File: src/rtl/mult_share_sched.sv
// Round-robin scheduler time-sharing one external combinational multiplier.
// Optional MULT_SHARE_ZERO_BYPASS_EN: zero operands answer at once.
module mult_share_sched #(
   parameter int NREQ    = 4,
   parameter int WIDTH   = 8,
   parameter int MUL_LAT = 2,
   parameter int IDW     = 2
) (
   input  logic                  clk,
   input  logic                  rst,
   input  logic [NREQ-1:0]       req_valid,
   output logic [NREQ-1:0]       req_ready,
   input  logic [NREQ*WIDTH-1:0] req_a,
   input  logic [NREQ*WIDTH-1:0] req_b,
   output logic [WIDTH-1:0]      mul_a,
   output logic [WIDTH-1:0]      mul_b,
   input  logic [2*WIDTH-1:0]    mul_p,
   output logic                  rsp_valid,
   input  logic                  rsp_ready,
   output logic [IDW-1:0]        rsp_id,
   output logic [2*WIDTH-1:0]    rsp_prod,
   output logic                  busy
);

   localparam int CW = (MUL_LAT > 1) ? $clog2(MUL_LAT) : 1;

   typedef enum logic [1:0] {
      IDLE,
      CALC,
      HOLD
   } state_e;

   state_e             state_q, state_d;
   logic [IDW-1:0]     rr_q, rr_d;
   logic [IDW-1:0]     id_q, id_d;
   logic [CW-1:0]      cnt_q, cnt_d;
   logic [WIDTH-1:0]   a_q, a_d;
   logic [WIDTH-1:0]   b_q, b_d;
   logic [2*WIDTH-1:0] prod_q, prod_d;
   logic               vld_q, vld_d;

   logic [NREQ-1:0]    gnt;
   logic               gnt_any;
   logic [IDW-1:0]     gnt_id;
   logic [IDW-1:0]     gnt_nxt;
   logic [WIDTH-1:0]   sel_a, sel_b;
   logic               zero_byp;

   // Rotating-priority search starting at rr_q; only offered while idle.
   always_comb begin : arb
      int idx;
      gnt     = '0;
      gnt_any = 1'b0;
      gnt_id  = '0;
      idx     = 0;
      if (state_q == IDLE) begin
         for (int k = 0; k < NREQ; k++) begin
            idx = (int'(rr_q) + k) % NREQ;
            if (!gnt_any && req_valid[idx]) begin
               gnt_any  = 1'b1;
               gnt[idx] = 1'b1;
               gnt_id   = IDW'(idx);
            end
         end
      end
   end

   always_comb begin
      sel_a = '0;
      sel_b = '0;
      for (int i = 0; i < NREQ; i++) begin
         if (gnt[i]) begin
            sel_a = req_a[i*WIDTH +: WIDTH];
            sel_b = req_b[i*WIDTH +: WIDTH];
         end
      end
   end

   assign gnt_nxt = IDW'((int'(gnt_id) + 1) % NREQ);

`ifdef MULT_SHARE_ZERO_BYPASS_EN
   assign zero_byp = (sel_a == '0) || (sel_b == '0);
`else
   assign zero_byp = 1'b0;
`endif

   always_comb begin
      state_d = state_q;
      rr_d    = rr_q;
      id_d    = id_q;
      cnt_d   = cnt_q;
      a_d     = a_q;
      b_d     = b_q;
      prod_d  = prod_q;
      vld_d   = vld_q;
      unique case (state_q)
         IDLE: begin
            if (gnt_any) begin
               id_d = gnt_id;
               rr_d = gnt_nxt;
               if (zero_byp) begin
                  prod_d  = '0;
                  vld_d   = 1'b1;
                  state_d = HOLD;
               end else begin
                  a_d     = sel_a;
                  b_d     = sel_b;
                  cnt_d   = CW'(MUL_LAT - 1);
                  state_d = CALC;
               end
            end
         end
         CALC: begin
            if (cnt_q != '0) begin
               cnt_d = cnt_q - CW'(1);
            end else begin
               prod_d  = mul_p;
               vld_d   = 1'b1;
               state_d = HOLD;
            end
         end
         HOLD: begin
            if (rsp_ready) begin
               vld_d   = 1'b0;
               state_d = IDLE;
            end
         end
         default: state_d = IDLE;
      endcase
   end

   always_ff @(posedge clk or posedge rst) begin
      if (rst) begin
         state_q <= IDLE;
         rr_q    <= '0;
         id_q    <= '0;
         cnt_q   <= '0;
         a_q     <= '0;
         b_q     <= '0;
         prod_q  <= '0;
         vld_q   <= 1'b0;
      end else begin
         state_q <= state_d;
         rr_q    <= rr_d;
         id_q    <= id_d;
         cnt_q   <= cnt_d;
         a_q     <= a_d;
         b_q     <= b_d;
         prod_q  <= prod_d;
         vld_q   <= vld_d;
      end
   end

   assign req_ready = gnt;
   assign mul_a     = a_q;
   assign mul_b     = b_q;
   assign rsp_valid = vld_q;
   assign rsp_id    = id_q;
   assign rsp_prod  = prod_q;
   assign busy      = (state_q != IDLE);

endmodule
File: config.mk
export PLATFORM = sky130hd
export DESIGN_NAME = mult_share_sched
export DESIGN_NICKNAME = d
export VERILOG_FILES = /design/src/rtl/mult_share_sched.sv
export SDC_FILE = /design/constraint.sdc
export NUM_CORES = 1
export LEC_CHECK = 0
export ABC_AREA = 1
export CAP_MARGIN = 20
export CORE_AREA = 2 2 87 80
export CTS_CLUSTER_SIZE = 10
export DETAILED_ROUTE_END_ITERATION = 10
export DIE_AREA = 0 0 89 82
export PLACE_DENSITY = 0.85
export SETUP_SLACK_MARGIN = 0.05
export SLEW_MARGIN = 20
export SYNTH_ARGS = -nofsm -noshare
export SYNTH_HDL_FRONTEND = slang
export SYNTH_SLANG_ARGS = --single-unit
export TNS_END_PERCENT = 20
File: constraint.sdc
create_clock -name clk -period 5.15 [get_ports clk]
set_input_delay 0.515 -clock clk [delete_from_list [all_inputs] [get_ports clk]]
set_output_delay 0.515 -clock clk [all_outputs]
set_load 0.005 [all_outputs]
; ---- Word-level counts from Yosys, hierarchy flattened
; Cells that the tools add are included.
[classes]
n_addsub = 5
n_mul = 0
div = 0
n_lt_le_gt_ge = 8
eq_ne = 5
shift = 0
muxes = 58
n_bitwise = 7
n_reduce_logical = 22
[op_table]
columns = operator, count
row1 = $mux 8, 8
row2 = $mux 4, 8
row3 = $mux 1, 23
row4 = $mux 2, 8
row5 = $lt 3x4->1 const B, 3
row6 = $or 4x4->4, 3
row7 = $ge 3x1->1 const B, 3
row8 = $bmux 1 s2, 4
row9 = $demux 1 s2, 4
row10 = $logic_and 1x1->1, 7
row11 = $ne 2x2->1 const B, 3
row12 = $pmux 2 s3, 1
row13 = $reduce_and 2->1, 3
row14 = $reduce_and 3->1, 2
row15 = $reduce_bool 2->1, 3
row16 = $reduce_or 2->1, 3
row17 = $add 2x1->2 const B, 2
row18 = $add 2x2->2 const B, 2
row19 = $pmux 1 s2, 2
row20 = $and 1x1->1 const A, 3
row21 = $logic_not 1->1, 3
row22 = $lt 2x3->1 const B, 1
row23 = $eq 2x1->1 const B, 1
row24 = $eq 2x2->1 const B, 1
row25 = other kinds (4), 4
[word_totals]
register_bits = 40
latch_bits = 0
mem_bits_rw = 0
mem_bits_ro = 0
out_inout_bits = 40
memories = 0

; ---- Logic depth before layout (Yosys ltp)
; Gate-level depths: netlist of the first run.
[logic_depth]
word_depth = 21
ltp_mapped = 17
mapped_depth_nobuf = 17

; ---- Worst setup path after synthesis of the first run
; No wires, ideal clock.
[synth_path]
kind = reg2out
from = reg rr_q[0]
to = out req_ready[3]
arrival_time_ps = 2042
required_ps = 4635
path_slack_ps = 2593
path_stages_with_launch = 13
cell_sequence = dfrtp_1 > inv_2 > ha_1 > inv_1 > nand3_2 > nand2_4 > inv_2 > nor2_8 > nand3_4 > o211ai_2 > nand2_2 > inv_2 > buf_6
[synth_between]
elab_chain_cells = 16
elab_cells_between_ends = 63
classes_between = 3 x add/sub / 8 x order compare / 33 x mux / 6 x bitwise / 13 x reduce/logical
[synth_lines]
columns = element, line_no
row1 = start: declaration, 34  ; logic [IDW-1:0] rr_q, rr_d;
row2 = start signal: assignment, 144  ; rr_q <= rr_d;
row3 = $add 2x1->2 or $bmux 1 s2 (tied branches), "58, 59"
row4 = $reduce_or 2->1 (no line) or $mux 1 (tied branches), -
row5 = $and 1x1->1 (no line) or $mux 1 (tied branches), -
row6 = $lt 3x4->1 (implied by the code) (tied with other cells), 61  ; gnt[idx] = 1'b1;
row7 = $logic_and 1x1->1 (implied by the code) or $logic_not 1->1 (tied branches), "61, 59"
row8 = $mux 1 (implied by the code) or $logic_and 1x1->1 (tied branches), "61, 59"
row9 = $demux 1 s2 or $mux 1 (tied branches), "61, 59"
row10 = $or 4x4->4 (no line) or $mux 1 (tied branches), -
row11 = $mux 4 or $logic_not 1->1 (tied branches), 59  ; if (!gnt_any && req_valid[idx]) begin
row12 = $mux 4 or $logic_and 1x1->1 (tied branches), "56, 59"
row13 = $or 4x4->4 (no line) or $mux 1 (tied branches), -
row14 = $mux 4 or $mux 1 (tied branches), "59, 56"
row15 = $mux 4 or $logic_not 1->1 (tied branches), "56, 59"
row16 = $or 4x4->4 (no line) or $logic_and 1x1->1 (tied branches), -
row17 = $mux 4 (*), 59
row18 = $mux 4 (*), 56  ; if (state_q == IDLE) begin
row19 = end: declaration, 12  ; output logic [NREQ-1:0] req_ready,
; Every way passes the cells marked *; elsewhere a longest branch is shown, timed or not. The select of a mux whose other input is x is not followed.

; ---- Final worst setup path of the first run
[layout_path]
from = reg rr_q[0]
to = out req_ready[1]
; The elaborated chain is that of the path after synthesis.

==> results.yml, run 1 <==
finish:
  seq_area_um2: 1000
  nets: 584
  multiInputGateArea_um2: 1570
  n_antenna_cell: 0
  design_area_um2: 4280
  area_growth_pct: 49.2
  drive_gt1_frac: 0.151
  fillers: 565
  fin_util: 0.664
routing:
  met1_length_um: 3620
  drc: 0
  ant_nets: 0
  drt_iter0_markers: 220
  drtPass1Iterations: 5
  wl_met3_um: 720
  drt-total-wl_um: 8420
  avgViaCountPerCell: 5.05
  wl_met2_um: 3900
  routedWlPerCell_um: 14.5
  highest_layer: "met4"
  detailroute.via_count: 2927
power:
  p_leak_nw: 2.11
  combPwrFrac: 0.677
  report.power.total_w: 0.00274
  switching_power_w: 0.00126
  vdd_drop_max_mv: 0.354
  seqPwrFrac: 0.216
  power.internal_w: 0.00148
  powerDensity_nw_per_um2: 639
  power_frac_clock: 0.107
  netSwitchingFraction: 0.459
placement:
  place_hpwl_um: 6520
  dpl_cell_area_um2: 4150
  portBuffers: 126
  dp_slack_ns: 1.63
  place.gp.congestion: 0.889
floorplan:
  die_w_um: 89
  dieArea_um2: 7300
  die_h_um: 82
  rows: 28
  coreArea_um2: 6450
  start_util: 0.445
  ioPinCount: 127
grt:
  grt_max_degree: 41
  grtUsageTotal: 0.229
  antenna_found_initial: 0
  grt_pass1_vias: 2594
  overflow: 0
  grt_pass1_wl_um: 12800
timing:
  setup_viol: 0
  fin_crit_sh: 0.758
  min_period_ns: 3.90
  fmaxAchievable_mhz: 256
  finalMaxSlewViolations: 0
  finalSetupTns_ns: 0
  rsz0062_at_grt: "false"
  hold_viol: 0
  finClkSkew_ns: 0.00480
  slew_headroom: 0.395
  worstMarginPinSlew_ns: 0.907
  setup_slack_ns: 1.25
setup_path:
  cp_num_buf_inv: 5
  startpoint_type: "register"
  critPathKind: "reg -> out"
  path_delay_family: "simple AND/OR/NAND/NOR gates"
  critPathSlowestCell: "dfrtp_1"
  crit_required_ns: 4.64
  max_stage_delay_ns: 0.57
  arrival_ns: 3.39
  cp_max_fo: 17
  crit_chain: "inv_2 -> ha_1 -> inv_1 -> nand3_2 -> nand2_4 -> inv_2 -> nor2_8 -> nand4_2 -> nand2_4 -> nand2_1 -> inv_1 -> clkdlybuf4s50_1"
  end_kind: "primary output"
run_status:
  outcome: "complete, no violations"
logic_synthesis:
  ys_seq_area_frac: 0.349
  syn-mean-instance-area_um2: 7.76
  ys_ff_latch: 40
  yosysTopAreaCellShare: 0.349
  syn_area_um2: 2870
  yosysTopAreaCell: "dfrtp_1"
  synth.top_cells.by_area: "dfrtp_1, nand2_1, nand3_1"
  synth.net_count: 464
  syn_inst: 370
  yosys_warnings: 0
  ys_types: 30
min_path:
  min-delay-path-class: "reg -> reg"
cts:
  cts_sinks: 40
  numCtsBuffers: 5
  cts_tree: "done"
  cts_hold_buf: 0
  cts_setup_buffers: 0
  htree_levels: 2
  root_buffer: "clkbuf_8"
  clk_pin_slew_ns: 0.07
  ctsResizeCount: 0
  clock_latency_ns: 0.29
  cts_buffer_depth: 2
run:
  cap_viol_max_count: 0
[cell usage after synthesis]
| library cell | instances |
|---|---|
| o21ai_2 | 10 |
| nand2_4 | 4 |
| nor2_8 | 2 |
| nand2_1 | 97 |
| o211ai_2 | 1 |
| dfrtp_1 | 40 |
| o2111ai_1 | 1 |
| a22oi_2 | 1 |
| nand3_4 | 2 |
| inv_2 | 5 |
| clkbuf_1 | 4 |
| nand3_1 | 64 |
| nand2_2 | 7 |
| a22oi_1 | 1 |
| nor2_4 | 1 |
| nand4_1 | 3 |
| mux2_2 | 16 |
| xor2_1 | 1 |
| nand3_2 | 13 |
| buf_2 | 3 |
| nor2_2 | 1 |
| ha_1 | 7 |
| buf_4 | 3 |
| nand4_2 | 1 |
| or2_1 | 2 |
| inv_1 | 47 |
| o21ai_0 | 8 |
| buf_6 | 5 |
| nor2_1 | 16 |
| a21oi_1 | 4 |
[kinds of logic (layout without fill, tap and decap cells)]
family,after synthesis,in the layout,synth area share
and+or+nand+nor,213,213,0.383
adders and majority gates,7,7,0.0305
buffers and inverters,67,187,0.106
DFF,40,40,0.349
muxes,16,16,0.0628
AOI/OAI and AO/OA,26,26,0.0658
xor gates and xnor gates,1,1,0.00305
[worst paths after layout]
| kind | startpoint | to | slack (ns) | depth (start not counted) |
|---|---|---|---|---|
| max | rr_q[0]$_DFFE_PP0P_ | req_ready[1] | 1.25 | 12 |
| max in group asynchronous | rst | cnt_q$_DFFE_PP0P_ | 4.15 | 3 |
| max reg2reg | rr_q[0]$_DFFE_PP0P_ | mul_a[5]$_DFFE_PP0P_ | 2.21 | 15 |
| min in group asynchronous | rst | rsp_prod[1]$_DFFE_PP0P_ | 0.65 | 3 |
| min | mul_b[6]$_DFFE_PP0P_ | mul_b[6]$_DFFE_PP0P_ | 0.48 | 2 |
| min reg2reg | mul_b[6]$_DFFE_PP0P_ | mul_b[6]$_DFFE_PP0P_ | 0.48 | 2 |
[final cells by class]
cell class                      instances  share of cell area
Clock inverter                          2              0.0140
Timing Repair Buffer                  128               0.298
Inverter                               52              0.0456
Sequential cell                        40               0.234
Tap cell                               90              0.0263
Clock buffer                            5              0.0161
Multi-Input combinational cell        263               0.366
[per-layer routing]
metal,up-vias,GRT usage
met2,147,0.367
met1,1334,0.314
met5,-,0
li1,1430,-
met3,16,0.0422
met4,0,0.0716
[flip-flops by register name (all words and copies together) (netlist names)]
name / count
mul_a: 8
rsp_valid: 1
rr_q: 2
rsp_id: 2
cnt_q: 1
mul_b: 8
state_q: 2
rsp_prod: 16
[worst min-delay path, delay by kind of cell (launching register included)]
kind          cells  cell delay, ns
flops             1            0.35
simple gates      2            0.10
[power groups by stage]
| stage | combinational [W] | clock, W | sequential [W] |
|---|---|---|---|
| 2_1_floorplan | 0.00125 | 0 | 0.000590 |
| 3_3_place_gp | 0.00179 | 0 | 0.000583 |
| 3_5_place_dp | 0.00184 | 0 | 0.000593 |
| 4_1_cts | 0.00185 | 0.000298 | 0.000592 |
| 5_1_grt | 0.00204 | 0.000316 | 0.000608 |
| 6_report | 0.00185 | 0.000293 | 0.000591 |
[stage by stage]
stage               hold WS, ns  std cells
CTS                       0.486        580
global route              0.502        580
floorplan                 0.450        370
global placement          0.457        573
detailed placement        0.467        573
finish                    0.484        580
[layout by cell type, fill, tap and decap left out, types with 3 or more instances in the layout]
master,n
nand2_2,7
nand2_4,4
nand2_1,97
o21ai_0,8
nor2_1,15
clkdlybuf4s50_1,126
nand4_1,3
ha_1,7
clkbuf_8,5
nand3_1,64
o21ai_2,10
mux2_2,16
inv_2,5
nand3_2,13
a21oi_1,4
dfrtp_1,40
inv_1,47
(Power assumes the default switching activity.)
==> run 2: changes to the inputs <==
--- a/config.mk
+++ b/config.mk
@@ -7,11 +7,11 @@
 export LEC_CHECK = 0
 export ABC_AREA = 1
 export CAP_MARGIN = 20
-export CORE_AREA = 2 2 87 80
+export CORE_AREA = 2 2 90 83
 export CTS_CLUSTER_SIZE = 10
 export DETAILED_ROUTE_END_ITERATION = 10
-export DIE_AREA = 0 0 89 82
-export PLACE_DENSITY = 0.85
+export DIE_AREA = 0 0 92 85
+export PLACE_DENSITY = 0.8
 export SETUP_SLACK_MARGIN = 0.05
 export SLEW_MARGIN = 20
 export SYNTH_ARGS = -nofsm -noshare
==> constraint.sdc (replaced) <==
create_clock -name clk -period 4 [get_ports clk]
set_input_delay 0.4 -clock clk [delete_from_list [all_inputs] [get_ports clk]]
set_output_delay 0.4 -clock clk [all_outputs]
set_load 0.005 [all_outputs]
==> run 2 against run 1 <==
Setup slack got worse by 0.93 ns. Critical path type unchanged. Core utilization fell by 4.4 points. Combinational power rose by 28%. Global-route usage fell by 1.7 points. Critical endpoint unchanged.
==> results.yml, run 2 (synthesis results as in run 1) <==
grt:
  grt_max_degree: 41
  grtUsageTotal: 0.212
  overflow: 0
  grt_pass1_wl_um: 13300
  antenna_found_initial: 0
  grt_pass1_vias: 2734
finish:
  drive_gt1_frac: 0.152
  seq_area_um2: 1000
  multiInputGateArea_um2: 1570
  n_antenna_cell: 0
  fin_util: 0.620
  final_cells: 585
  area_growth_pct: 49.0
  fillers: 610
  final_common_cell: "clkdlybuf4s50_1"
  design_area_um2: 4280
  mostFrequentLayoutCells: "clkdlybuf4s50_1, nand2_1, nand3_1"
  largest_reg_flops: 16
  nets: 585
routing:
  drtPass1Iterations: 4
  drc: 0
  avgViaCountPerCell: 4.95
  ant_nets: 0
  drt-total-wl_um: 8110
  drt_iter0_markers: 138
  routedWlPerCell_um: 13.9
  detailroute.via_count: 2893
power:
  vdd_drop_max_mv: 0.335
  powerDensity_nw_per_um2: 806
  report.power.total_w: 0.00345
  p_leak_nw: 2.10
setup_path:
  max_stage_delay_ns: 0.57
  arrival_ns: 3.28
  crit_chain: "inv_2 -> ha_1 -> inv_1 -> nand3_2 -> nand2_4 -> inv_2 -> nor2_8 -> nand4_2 -> nand2_4 -> nand2_1 -> inv_1 -> clkdlybuf4s50_1"
  crit_required_ns: 3.60
  cp_max_fo: 17
  critPathKind: "reg -> out"
  cp_num_buf_inv: 5
  path_delay_family: "simple AND/OR/NAND/NOR gates"
  critPathSlowestCell: "dfrtp_1"
  startpoint_type: "register"
  end_kind: "primary output"
timing:
  fmaxAchievable_mhz: 271
  finalSetupTns_ns: 0
  hold_viol: 0
  finalMaxSlewViolations: 0
  slew_headroom: 0.526
  rsz0062_at_grt: "false"
  min_period_ns: 3.68
  finClkSkew_ns: 0.00275
  fin_crit_sh: 0.921
  worstMarginPinSlew_ns: 0.710
  setup_viol: 0
cts:
  cts_hold_buf: 0
  cts_tree: "done"
  numCtsBuffers: 5
  ctsResizeCount: 0
  cts_sinks: 40
  cts_buffer_depth: 2
  cts_setup_buffers: 0
  root_buffer: "clkbuf_8"
  clk_pin_slew_ns: 0.07
  htree_levels: 2
  clock_latency_ns: 0.28
min_path:
  min-delay-path-class: "reg -> reg"
floorplan:
  start_util: 0.416
  ioPinCount: 127
  dieArea_um2: 7820
  die_h_um: 85
  rows: 29
  coreArea_um2: 6890
  die_w_um: 92
run:
  cap_viol_max_count: 0
placement:
  dp_cells: 577
  place.gp.congestion: 0.928
  place_hpwl_um: 6460
  portBuffers: 126
  dpl_cell_area_um2: 4170
run_status:
  outcome: "complete, no violations"
run 2: per-stage QoR:
step,setup WS [ns],hold slack (ns)
5_1_grt,0.0580,0.519
2_1_floorplan,1.56,0.450
3_5_place_dp,0.641,0.459
6_report,0.316,0.479
3_3_place_gp,0.734,0.463
4_1_cts,0.318,0.478
run 2: layout make-up:
cell class,instances,area share
multi-input combinational,263,0.368
timing repair buffer,129,0.300
sequential,40,0.234
inverter,52,0.0456
tap,93,0.0272
clock buffer,6,0.0170
clock inverter,2,0.00819
run 2: where the power goes:
group / internal (W) / leakage (nW) / switching (W)
registers: 0.000625 / 0.477 / 0.000138
clock network: 0.000185 / 0.0552 / 0.000130
logic: 0.00104 / 1.57 / 0.00133
total: 0.00185 / 2.10 / 0.00159
run 2: per-layer routing:
metal	share of wire	vias up	global-route usage
met5	0	-	0
met3	0.058	13	0.0311
met1	0.45	1337	0.289
met2	0.47	113	0.354
met4	0.017	0	0.0570
li1	-	1430	-
run 2: final timing paths:
check	from	to	slack [ns]	cells past startpoint
worst max-delay path	rr_q[0]$_DFFE_PP0P_	req_ready[1]	0.32	12
worst min-delay path	rsp_valid$_DFFE_PP0P_	rsp_valid$_DFFE_PP0P_	0.48	2
worst max register to register	rr_q[0]$_DFFE_PP0P_	mul_b[0]$_DFFE_PP0P_	1.11	13
worst min register to register	rsp_valid$_DFFE_PP0P_	rsp_valid$_DFFE_PP0P_	0.48	2
max in group asynchronous	rst	rsp_prod[13]$_DFFE_PP0P_	3.11	3
min in group asynchronous	rst	rsp_prod[1]$_DFFE_PP0P_	0.54	3
run 2: worst reg2reg max path: cells and delay by family (launching register included):
kind / cells / cell delay (ns)
compound gates: 1 / 0.14
fa+ha+maj: 1 / 0.40
buf+inv: 3 / 0.34
flops: 1 / 0.57
simple gates: 8 / 1.38
